### src/rtl/sar_controller.sv
`default_nettype none
// ============================================================================
//  Module      : sar_controller
//  Description : Successive-approximation control FSM. Holds the pixel-column
//                sample/hold, walks dac_code (reference MUX select) from MSB
//                to LSB using the comparator decision for each bit, and
//                publishes the final code with a one-cycle valid strobe.
//  Revision    : 1.0 - initial release
// ============================================================================
module sar_controller #(
    parameter int width         = 2,
    parameter int sample_cycles = 2,
    parameter int settle_cycles = 1
) (
    input  logic             clk,
    input  logic             rst_n,
    input  logic             start,
    input  logic             abort,
    input  logic             cmp,
    output logic             sample,
    output logic             busy,
    output logic [width-1:0] dac_code,
    output logic [width-1:0] result,
    output logic             valid
);

    // Counter and bit-index widths, never narrower than one bit
    localparam int SCW = (sample_cycles > 1) ? $clog2(sample_cycles) : 1;
    localparam int TCW = (settle_cycles > 1) ? $clog2(settle_cycles) : 1;
    localparam int IW  = (width > 1) ? $clog2(width) : 1;

    localparam logic [SCW-1:0]   S_LOAD = SCW'(sample_cycles - 1);
    localparam logic [TCW-1:0]   T_LOAD = TCW'(settle_cycles - 1);
    localparam logic [IW-1:0]    I_TOP  = IW'(width - 1);
    localparam logic [width-1:0] ONE    = width'(1);
    localparam logic [width-1:0] MSB    = ONE << (width - 1);

    typedef enum logic [1:0] {
        IDLE    = 2'd0,
        SAMPLE  = 2'd1,
        CONVERT = 2'd2
    } state_t;

    state_t           state, state_nxt;
    logic             sample_nxt, busy_nxt, valid_nxt;
    logic [width-1:0] dac_nxt, result_nxt;
    logic [SCW-1:0]   scnt, scnt_nxt;
    logic [TCW-1:0]   tcnt, tcnt_nxt;
    logic [IW-1:0]    idx, idx_nxt;
    logic [width-1:0] bit_mask;
    logic [width-1:0] code;

    // State and output registers; every output comes straight from a flop
    always_ff @(posedge clk or negedge rst_n) begin
        if (!rst_n) begin
            state    <= IDLE;
            sample   <= 1'b0;
            busy     <= 1'b0;
            dac_code <= '0;
            result   <= '0;
            valid    <= 1'b0;
            scnt     <= '0;
            tcnt     <= '0;
            idx      <= '0;
        end else begin
            state    <= state_nxt;
            sample   <= sample_nxt;
            busy     <= busy_nxt;
            dac_code <= dac_nxt;
            result   <= result_nxt;
            valid    <= valid_nxt;
            scnt     <= scnt_nxt;
            tcnt     <= tcnt_nxt;
            idx      <= idx_nxt;
        end
    end

    // Next-state and next-output logic; abort has priority whenever busy
    always_comb begin
        state_nxt  = state;
        sample_nxt = sample;
        busy_nxt   = busy;
        dac_nxt    = dac_code;
        result_nxt = result;
        valid_nxt  = 1'b0;
        scnt_nxt   = scnt;
        tcnt_nxt   = tcnt;
        idx_nxt    = idx;
        bit_mask   = ONE << idx;
        code       = dac_code;

        if (abort && state != IDLE) begin
            state_nxt  = IDLE;
            sample_nxt = 1'b0;
            busy_nxt   = 1'b0;
            dac_nxt    = '0;
        end else begin
            case (state)
                IDLE: begin
                    if (start) begin
                        state_nxt  = SAMPLE;
                        sample_nxt = 1'b1;
                        busy_nxt   = 1'b1;
                        dac_nxt    = '0;
                        scnt_nxt   = S_LOAD;
                    end
                end
                SAMPLE: begin
                    if (scnt != '0) begin
                        scnt_nxt = scnt - SCW'(1);
                    end else begin
                        state_nxt  = CONVERT;
                        sample_nxt = 1'b0;
                        idx_nxt    = I_TOP;
                        dac_nxt    = MSB;
                        tcnt_nxt   = T_LOAD;
                    end
                end
                CONVERT: begin
                    if (tcnt != '0) begin
                        tcnt_nxt = tcnt - TCW'(1);
                    end else begin
                        // Keep the trial bit only if vin >= reference
                        code = cmp ? dac_code : (dac_code & ~bit_mask);
                        if (idx != '0) begin
                            code     = code | (bit_mask >> 1);
                            idx_nxt  = idx - IW'(1);
                            tcnt_nxt = T_LOAD;
                            dac_nxt  = code;
                        end else begin
                            dac_nxt    = code;
                            result_nxt = code;
                            valid_nxt  = 1'b1;
                            busy_nxt   = 1'b0;
                            state_nxt  = IDLE;
                        end
                    end
                end
                default: begin
                    state_nxt = IDLE;
                end
            endcase
        end
    end

endmodule
`default_nettype wire

### config.mk
export PLATFORM = sky130hd
export DESIGN_NAME = sar_controller
export DESIGN_NICKNAME = d
export VERILOG_FILES = /design/src/rtl/sar_controller.sv
export SDC_FILE = /design/constraint.sdc
export NUM_CORES = 1
export LEC_CHECK = 0
export CAP_MARGIN = 20
export CORE_UTILIZATION = 44
export DETAILED_ROUTE_END_ITERATION = 10
export GPL_TIMING_DRIVEN = 0
export HOLD_SLACK_MARGIN = 0.03
export PLACE_DENSITY_LB_ADDON = 0.15
export SYNTH_ARGS = -nofsm -noshare
export SYNTH_HDL_FRONTEND = slang
export SYNTH_SLANG_ARGS = --single-unit
### constraint.sdc
create_clock -name clk -period 1.8 [get_ports clk]
set_input_delay 0.18 -clock clk [delete_from_list [all_inputs] [get_ports clk]]
set_output_delay 0.18 -clock clk [all_outputs]
set_load 0.01 [all_outputs]
### Yosys cells after proc, flatten, opt, wreduce, memory -nomap -nowiden

Cells that the tools add are included.

| word-level totals | value |
|---|---|
| flip-flop bits (word level) | 12 |
| input port bits | 5 |
| output and inout bits | 7 |
| word-level logic and storage cells | 76 |

| operators by class | value |
|---|---|
| add/sub/neg operators | 3 |
| eq/ne operators | 9 |
| shifts and indexed selects | 1 |
| multiplexer cells | 32 |
| bitwise logic cells | 6 |
| reductions and logical operators | 16 |

Operators by type and width:

| cell | number |
|---|---|
| $mux 2 | 10 |
| $reduce_and 4->1 | 5 |
| $mux 1 | 15 |
| $ne 3x3->1 const B | 4 |
| $pmux 2 s3 | 2 |
| $pmux 1 s2 | 5 |
| $reduce_and 3->1 | 3 |
| $ne 2x2->1 const B | 3 |
| $reduce_bool 2->1 | 3 |
| $reduce_bool 3->1 | 2 |
| $reduce_bool 4->1 | 1 |
| $not 1->1 | 3 |
| $sub 1x1->1 const B | 3 |
| $and 2x2->2 | 1 |
| $eq 2x1->1 const B | 1 |
| $eq 2x2->1 const B | 1 |
| $logic_not 2->1 | 1 |
| $not 2->2 | 1 |
| $or 2x1->2 | 1 |
| $shl 1x1->2 const A | 1 |
| $logic_and 1x1->1 | 1 |

### Logic depth before layout (Yosys ltp)

Gate-level depths: netlist of run 1.

| depth | value |
|---|---|
| depth in word-level cells | 9 |
| depth in mapped cells | 8 |

### Least setup slack after synthesis of run 1

Ideal clock, no wire load.

| timing | value |
|---|---|
| kind | register to register |
| start point | register state[0] |
| end point | register result[1] |
| setup time | 0.125 ns |
| data arrival time | 1.595 ns |
| setup slack | 0.080 ns |
| cell stages (with the launch flop) | 8 |
| cells stage by stage | dfrtp_1 inv_1 ha_1 buf_6 nor2b_4 buf_6 or3b_4 mux2_4 |

| on the way | value |
|---|---|
| word-level cells in the longest chain between the ends | 4 |

RTL lines:

| what | RTL line | RTL |
|---|---|---|
| start, declared | 44 | `state_t state, state_nxt;` |
| start signal, assigned | 66 | `state <= state_nxt;` |
| $reduce_bool 2->1 | 92 | `if (abort && state != IDLE) begin` |
| $logic_and 1x1->1 | 92 |  |
| $not 1->1 (no source line) | n/a |  |
| $reduce_and 4->1 (no source line) * | n/a |  |
| end signal, assigned | 70 | `result <= result_nxt;` |
| end, declared | 23 | `output logic [width-1:0] result,` |

Mark *: on every way between the ends. The rest lies on a longest branch, timed or not.
A chain may end at the register's enable or synchronous reset.

### Final worst setup path of run 1

Ends and elaborated chain as after synthesis.

==> summary.txt, run 1 <==
Worst setup path
  – Crit path depth: 7
  – WP data arrival: around 1.9 ns
  – Worst Reg-to-Reg Cells: 7
  – R2r startpoint: state[0]$_DFFE_PN0P_
  – Most Frequent Cell on Critical Path: buf_6
  – Critical path, cell by cell: inv_1, ha_1, buf_6, nor2b_4, buf_6, or3b_4, mux2_4
  – Crit end category: flop
  – CP peak stage delay: 0.40 ns
  – Reg2Reg Setup Slack: 0.07 ns
  – Top delay family on crit path: simple AND/OR/NAND/NOR gates
  – CP Max Fanout: 8
  – CP Buf/Inv Count: 3
  – Kind of start point of the critical path: flop
  – CP Class: reg2reg
  – FF-to-FF End: result[1]$_DFFE_PN0P_
  – Worst EP required: around 2.0 ns
  – CP max-delay cell: or3b_4

Clock network
  – TritonCTS Buffers: 3
  – CTS Root Cell: clkbuf_4
  – Max clock buf depth: 2
  – Worst-path clk slew: ~0.080 ns
  – Worst-skew pair later-pin latency: 0.28 ns
  – # clock sinks: 11
  – CTS tree: yes
  – Hold bufs inserted after CTS: 0
  – CTS H-tree lvls: 1

Timing
  – Hold slack final: around 0.24 ns
  – Worst slew pin tran: between 0.5 and 0.6 ns
  – Relative slew slack: 0.652
  – RSZ-0062 raised after global routing: true
  – Tcrit/Tclk final: 0.961
  – Slew Viols, Final: 0
  – Post-route minimum period: approximately 1.7 ns
  – Worst Skew: around 0.0091 ns
  – Final hold violations: 0
  – Final setup fails: 0
  – Max frequency: 0.578 GHz

Run
  – Max-cap violations: 0

GRT
  – Overall routing resource usage: 0.196
  – First-pass GRT wire length: slightly below 2000 um
  – Largest net degree at the start of global routing: 12
  – Grt total ovfl: 0
  – Vias in the first global route: around 450
  – Initial antenna violation count: 0

Drt
  – Drt pass-1 iters: 4
  – WL/cell: about 13 um
  – DR iter-0 viols: 15
  – Final WL: 1280 um
  – Detailed-route vias per instance: 5.16
  – ANT nets after route: 0
  – DRC viols: 0
  – Via count: 506

Place
  – Port bufs: 11
  – Final RePlAce weighted congestion: about 0.79
  – Detailed Place HPWL: around 850 um

Floorplan
  – Die width: ~40 um
  – Vert. Die Dim: ~40 um
  – CORE AREA: 1320 um^2
  – Full die area: around 1600 um^2
  – # rows: 13
  – Initial Utilization: 0.478
  – I/O pins: 12

Logic synthesis
  – Avg Cell Area, Syn: approximately 10 um^2
  – Register bit total from synthesis: 11
  – Mapped cell area: ~630 um^2
  – Syn Nets: 70
  – Synth cell types: 23
  – YS warnings: 0
  – Post-Synthesis Cells: 62
  – Post-synth top area cell: dfrtp_1
  – Top-area cell type share of the netlist area: 0.437
  – Sequential element share of the synthesized area: 0.437
  – Largest cells by area after synthesis: dfrtp_1 (44%), mux2i_1 (6.4%), ha_1 (6.0%), nand2_1 (4.2%), o21ai_0 (4.0%)

Power and ir drop
  – P_leak: about 0.39 nW
  – Total power: between 1 and 1.5 mW
  – IR drop worst, VDD: between 0.0009 and 0.001 V
  – PwrDens: 1700 nW/um^2

Worst hold path
  – Hold Crit Class: in2async

Layout
  – Layout cells sized above 1: 0.217
  – # nets final: 92
  – Ant. Diodes: 0
  – Layout area overhead: 32.6%
  – # fillers: 116

Outcome
  – Outcome: complete, no violations
[synth_stat cells]
master and n:
inv_1 3, dfrtp_1 11, nand2_1 7, nor2b_1 1
and3_1 1, and2_1 1, ha_1 3, o21ai_0 5
o22a_1 1, mux2_4 1, nor2b_4 1, nor2_1 4
buf_6 2, nor3_1 4, or3_1 2, mux2i_1 4
or3b_4 1, nand2b_1 1, a31oi_1 2, mux2_2 2
a21oi_1 3, o31ai_1 1, nor3b_2 1
[cell usage in the layout (no fill, tap or decap), drive strengths merged]
cell type       n
inv             3
a31oi           2
o31ai           1
o21ai           5
buf             8
nand2           7
and3            1
mux2            3
nor3            4
ha              3
or3             2
clkbuf          4
nor3b           1
dfrtp          11
and2            1
or3b            1
mux2i           4
a21oi           3
nor2            4
o22a            1
nand2b          1
nor2b           2
clkdlybuf4s50  11
[kinds of logic after synthesis]
logic type               count (synthesis)  synth area share
flip-flops                              11             0.437
buffers and inverters                    5            0.0537
AND/OR/NAND/NOR                         24             0.217
AO/OA/AOI/OAI                           12             0.109
multiplexers                             7             0.123
adder cells (fa/ha/maj)                  3            0.0596
[cell type report]
cell class	count	area (um^2)	share of cell area
Clock buffer	4	26.3	0.0315
Sequential cell	11	275	0.330
Timing Repair Buffer	17	155	0.186
Tap cell	15	18.8	0.0225
Multi-Input combinational cell	46	325	0.390
Inverter	3	11.3	0.0135
Buffer	2	22.5	0.0270
[worst reg2reg max path, cell delays in order, from the launching register on]
cell	delay [ns]
dfrtp_1	0.39
inv_1	0.08
ha_1	0.16
buf_6	0.12
nor2b_4	0.04
buf_6	0.12
or3b_4	0.40
mux2_4	0.30
[routing by layer]
metal | global-route usage | routed length, um
met5 | 0 | 0
met4 | 0.0776 | 17
met3 | 0.0511 | 64
met2 | 0.275 | 521
met1 | 0.280 | 674
[how the worst max path moves through the flow]
stage / startpoint / endpoint
5_1_grt: state[1]$_DFFE_PN0P_ / result[1]$_DFFE_PN0P_
6_report: state[0]$_DFFE_PN0P_ / result[1]$_DFFE_PN0P_
3_5_place_dp: abort / result[1]$_DFFE_PN0P_
2_1_floorplan: state[0]$_DFFE_PN0P_ / result[1]$_DFFE_PN0P_
4_1_cts: state[0]$_DFFE_PN0P_ / result[1]$_DFFE_PN0P_
3_3_place_gp: abort / sample$_DFFE_PN0P_
[flip-flops by register name (all words and copies together), names as in the netlist]
signal / count
busy: 1
dac_code: 2
idx: 1
result: 2
sample: 1
scnt: 1
state: 2
valid: 1
[per-stage QoR]
step	setup WS, ns	TNS [ns]	util	instances	instance area, um^2
after floorplan	0.0803	0	-	62	629
after global routing	-0.00621	-0.00621	0.633	98	835
after CTS	0.0494	0	0.607	94	800
after detailed placement	-0.0499	-0.117	0.575	88	758
after global placement	-0.0372	-0.0780	0.575	88	758
final	0.0694	0	0.633	98	835
[repair_timing]
action | CTS | global route
setup buffers | 2 | 4
pin swaps | 0 | 0
resized for setup | 0 | 1
setup endpoints to repair | 2 | 2
[power breakdown]
part | switching, mW | leakage [nW] | internal [mW] | total [mW]
Clock | 0.0946 | 0.0150 | 0.0860 | 0.181
Combinational | 0.378 | 0.233 | 0.456 | 0.834
Sequential | 0.0595 | 0.139 | 0.344 | 0.404
Power figures use the tool's default switching activity.
==> run 2, diff against run 1 <==
--- a/config.mk
+++ b/config.mk
@@ -8,4 +8,5 @@
 export CAP_MARGIN = 20
 export CORE_UTILIZATION = 44
+export CTS_BUF_LIST = sky130_fd_sc_hd__clkbuf_16
 export DETAILED_ROUTE_END_ITERATION = 10
 export GPL_TIMING_DRIVEN = 0
==> constraint.sdc (replaced) <==
create_clock -name clk -period 1.8 [get_ports clk]
set_input_delay 0.36 -clock clk [delete_from_list [all_inputs] [get_ports clk]]
set_output_delay 0.36 -clock clk [all_outputs]
set_load 0.01 [all_outputs]
==> run 2 against run 1 <==
  * Sequential power hardly changed
  * Worst setup slack better by 0.018 ns
  * Fmax is 1.0% higher
  * Core utilization is 3.8 points higher
  * First-iteration DRC count is 47% lower
  * Global-route usage is 0.47 points higher
  * Via count is 1.8% lower
  * Clock power is 120% higher
  * Final cell count stayed put
  * Non-clock buffer count stayed put
  * Critical endpoint unchanged
  * Hold slack better by 0.23 ns
  * Routed wire length is 2.4% higher
==> summary.txt, run 2 (synthesis gave the netlist of run 1 again) <==
Worst setup path
  – CP Class: reg2reg (unchanged)
  – Reg2Reg Setup Slack: 0.09 ns (was 0.07 ns)
  – Kind of start point of the critical path: flop (unchanged)
  – Worst EP required: 1.92 ns (was 1.96 ns)
  – CP max-delay cell: or3b_4 (unchanged)
  – Most Frequent Cell on Critical Path: buf_6 (unchanged)
  – Crit end category: flop (unchanged)
  – Setup crit start: state[0]$_DFFE_PN0P_ (unchanged)
  – CP peak stage delay: 0.39 ns (was 0.40 ns)
  – FF-to-FF End: result[1]$_DFFE_PN0P_ (unchanged)
  – WP data arrival: 1.84 ns (was 1.89 ns)
  – CP Max Fanout: 8 (unchanged)
  – Critical path, cell by cell: inv_1, ha_1, buf_6, nor2b_4, buf_6, or3b_4, mux2_4 (unchanged)
  – Critical Path End: result[1]$_DFFE_PN0P_ (unchanged)
  – R2r startpoint: state[0]$_DFFE_PN0P_ (unchanged)
  – Worst Reg-to-Reg Cells: 7 (unchanged)

GRT
  – Vias in the first global route: 443 (was 446)
  – Largest net degree at the start of global routing: 12 (unchanged)
  – First-pass GRT wire length: 2000 um (was 1990 um)
  – Overall routing resource usage: 0.201 (was 0.196)
  – Grt total ovfl: 0 (unchanged)
  – Initial antenna violation count: 0 (unchanged)

Drt
  – ANT nets after route: 0 (unchanged)
  – DRC viols: 0 (unchanged)
  – Drt pass-1 iters: 4 (unchanged)
  – DR iter-0 viols: 8 (was 15)
  – WL/cell: 13.4 um (was 13.0 um)
  – Final WL: 1310 um (was 1280 um)
  – Detailed-route vias per instance: 5.07 (was 5.16)
  – Via count: 497 (was 506)

Place
  – Dpl cell area: 758 um^2 (unchanged)
  – Port bufs: 11 (unchanged)
  – Final RePlAce weighted congestion: 0.791 (unchanged)
  – Detailed Place HPWL: 846 um (unchanged)

Timing
  – Post-route minimum period: 1.71 ns (was 1.73 ns)
  – Final hold violations: 0 (unchanged)
  – Worst Skew: 0.000900 ns (was 0.00914 ns)
  – RSZ-0062 raised after global routing: false (was true)
  – Relative slew slack: 0.656 (was 0.652)
  – Worst slew pin tran: 0.515 ns (was 0.520 ns)
  – Max frequency: 0.584 GHz (was 0.578 GHz)
  – Slew Viols, Final: 0 (unchanged)
  – Final setup fails: 0 (unchanged)
  – Hold slack final: 0.466 ns (was 0.236 ns)
  – Tcrit/Tclk final: 0.952 (was 0.961)

Layout
  – Regs by FF count: dac_code: 2 flops, result: 2 flops, state: 2 flops (unchanged)
  – Fin util: 0.671 (was 0.633)
  – Layout area overhead: 40.6% (was 32.6%)
  – Final Cell Area: 885 um^2 (was 835 um^2)
  – Ant. Diodes: 0 (unchanged)
  – # nets final: 92 (unchanged)
  – Layout cells sized above 1: 0.205 (was 0.217)
  – Commonest non-fill, non-tap cell in the layout: dfrtp_1
  – # fillers: 106 (was 116)
  – Leading cell types in the layout, fill and taps excluded: dfrtp_1 (11), clkdlybuf4s50_1 (10), nand2_1 (7) (was dfrtp_1 (11), clkdlybuf4s50_1 (11), nand2_1 (7))

Floorplan
  – # rows: 13 (unchanged)
  – Vert. Die Dim: 39.8 um (unchanged)
  – I/O pins: 12 (unchanged)
  – Die width: 39.8 um (unchanged)
  – CORE AREA: 1320 um^2 (unchanged)
  – Full die area: 1590 um^2 (unchanged)
  – Initial Utilization: 0.478 (unchanged)

Clock network
  – TritonCTS Buffers: 3 (unchanged)
  – CTS Root Cell: clkbuf_16 (was clkbuf_4)
  – # clock sinks: 11 (unchanged)
  – Worst-skew pair later-pin latency: 0.24 ns (was 0.28 ns)
  – Worst-path clk slew: 0.04 ns (was 0.08 ns)
  – CTS tree: yes (unchanged)
  – Hold bufs inserted after CTS: 0 (unchanged)
  – CTS H-tree lvls: 1 (unchanged)
  – Max clock buf depth: 2 (unchanged)

Outcome
  – Outcome: complete, no violations (unchanged)

Power and ir drop
  – P_leak: 0.421 nW (was 0.386 nW)
  – Seq pwr share: 0.248 (was 0.285)
  – Pint: 1.09 mW (was 0.887 mW)
  – Total power: 1.64 mW (was 1.42 mW)
  – Switching Share: 0.336 (was 0.375)
  – Comb pwr share: 0.504 (was 0.588)
  – Switching pwr: 0.553 mW (was 0.532 mW)
  – IR drop worst, VDD: 0.00101 V (was 0.000945 V)
  – PwrDens: 1860 nW/um^2 (was 1700 nW/um^2)
  – Clock Power Share: 0.248 (was 0.127)

Run
  – Max-cap violations: 0 (unchanged)

Worst hold path
  – Hold Crit Class: in2async (unchanged)
==> run 2: cell types whose count changed in the layout (fill, tap and decap cells not counted) <==
cell             change
clkbuf_16            +3
clkbuf_4             -3
clkbuf_1             -1
clkdlybuf4s50_1      -1
dlymetal6s2s_1       +1
inv_1                +1
nor3_1               +1
nor3_2               -1
==> run 2: per-stage QoR <==
stage                     setup TNS [ns]  worst slack [ns]  cells
after CTS                              0            0.0206     94
after global placement            -0.689            -0.217     88
after global routing                   0           0.00356     98
after detailed placement          -0.742            -0.230     88
after floorplan                        0            0.0803     62
final                                  0            0.0870     98
==> run 2: layer usage <==
| layer | part of all wire | vias up | global-route usage |
|---|---|---|---|
| met3 | 0.047 | 3 | 0.0682 |
| met4 | 0.014 | 0 | 0.0776 |
| met5 | 0 | - | 0 |
| li1 | - | 258 | - |
| met2 | 0.43 | 13 | 0.283 |
| met1 | 0.51 | 223 | 0.277 |
==> run 2: power groups by stage <==
stage,Sequential [mW],Clock (mW),Combinational [mW]
after detailed placement,0.428,0,0.693
after global placement,0.425,0,0.689
after CTS,0.406,0.418,0.746
after floorplan,0.436,0,0.476
final,0.407,0.407,0.829
after global routing,0.420,0.426,0.908
==> run 2: cell type report <==
class	instances	area, um^2	area share
plain buffers	2	22.5	0.0255
clock buffers	3	75.1	0.0849
clock inverters	1	3.75	0.00424
inverters	3	11.3	0.0127
multi-input cells	46	320	0.362
flip-flops and latches	11	275	0.311
well taps	15	18.8	0.0212
repair buffers	17	158	0.178
==> run 2: how the worst min path moves through the flow <==
stage,slack (ns),cells past startpoint,end,startpoint
after global placement,0.47,2,result[0]$_DFFE_PN0P_,result[0]$_DFFE_PN0P_
after floorplan,0.06,0,busy$_DFFE_PN0P_,rst_n
final,0.47,1,scnt$_DFFE_PN0P_,rst_n
after detailed placement,0.47,2,result[0]$_DFFE_PN0P_,result[0]$_DFFE_PN0P_
after global routing,0.52,1,scnt$_DFFE_PN0P_,rst_n
after CTS,0.48,1,scnt$_DFFE_PN0P_,rst_n
==> run 2: what timing repair did <==
item                                    in CTS  in global routing
pin swaps                                    0                  0
gates resized for setup                      0                  1
setup buffers                                2                  4
endpoints found under the hold margin        0                  0
endpoints found under the setup margin       2                  3
==> run 2: worst max-delay path: cells and delay by family, from the launching register on <==
family,cells,cell delay [ns]
DFF,1,0.37
adders and majority gates,1,0.16
and+or+nand+nor,2,0.43
buffers and inverters,3,0.32
muxes,1,0.30
==> run 3, diff against run 2 <==
Settings changed: CAP_MARGIN 20 to 0.
==> results of run 3 <==
Final layout, timing and power as in run 2 (identical DEF).
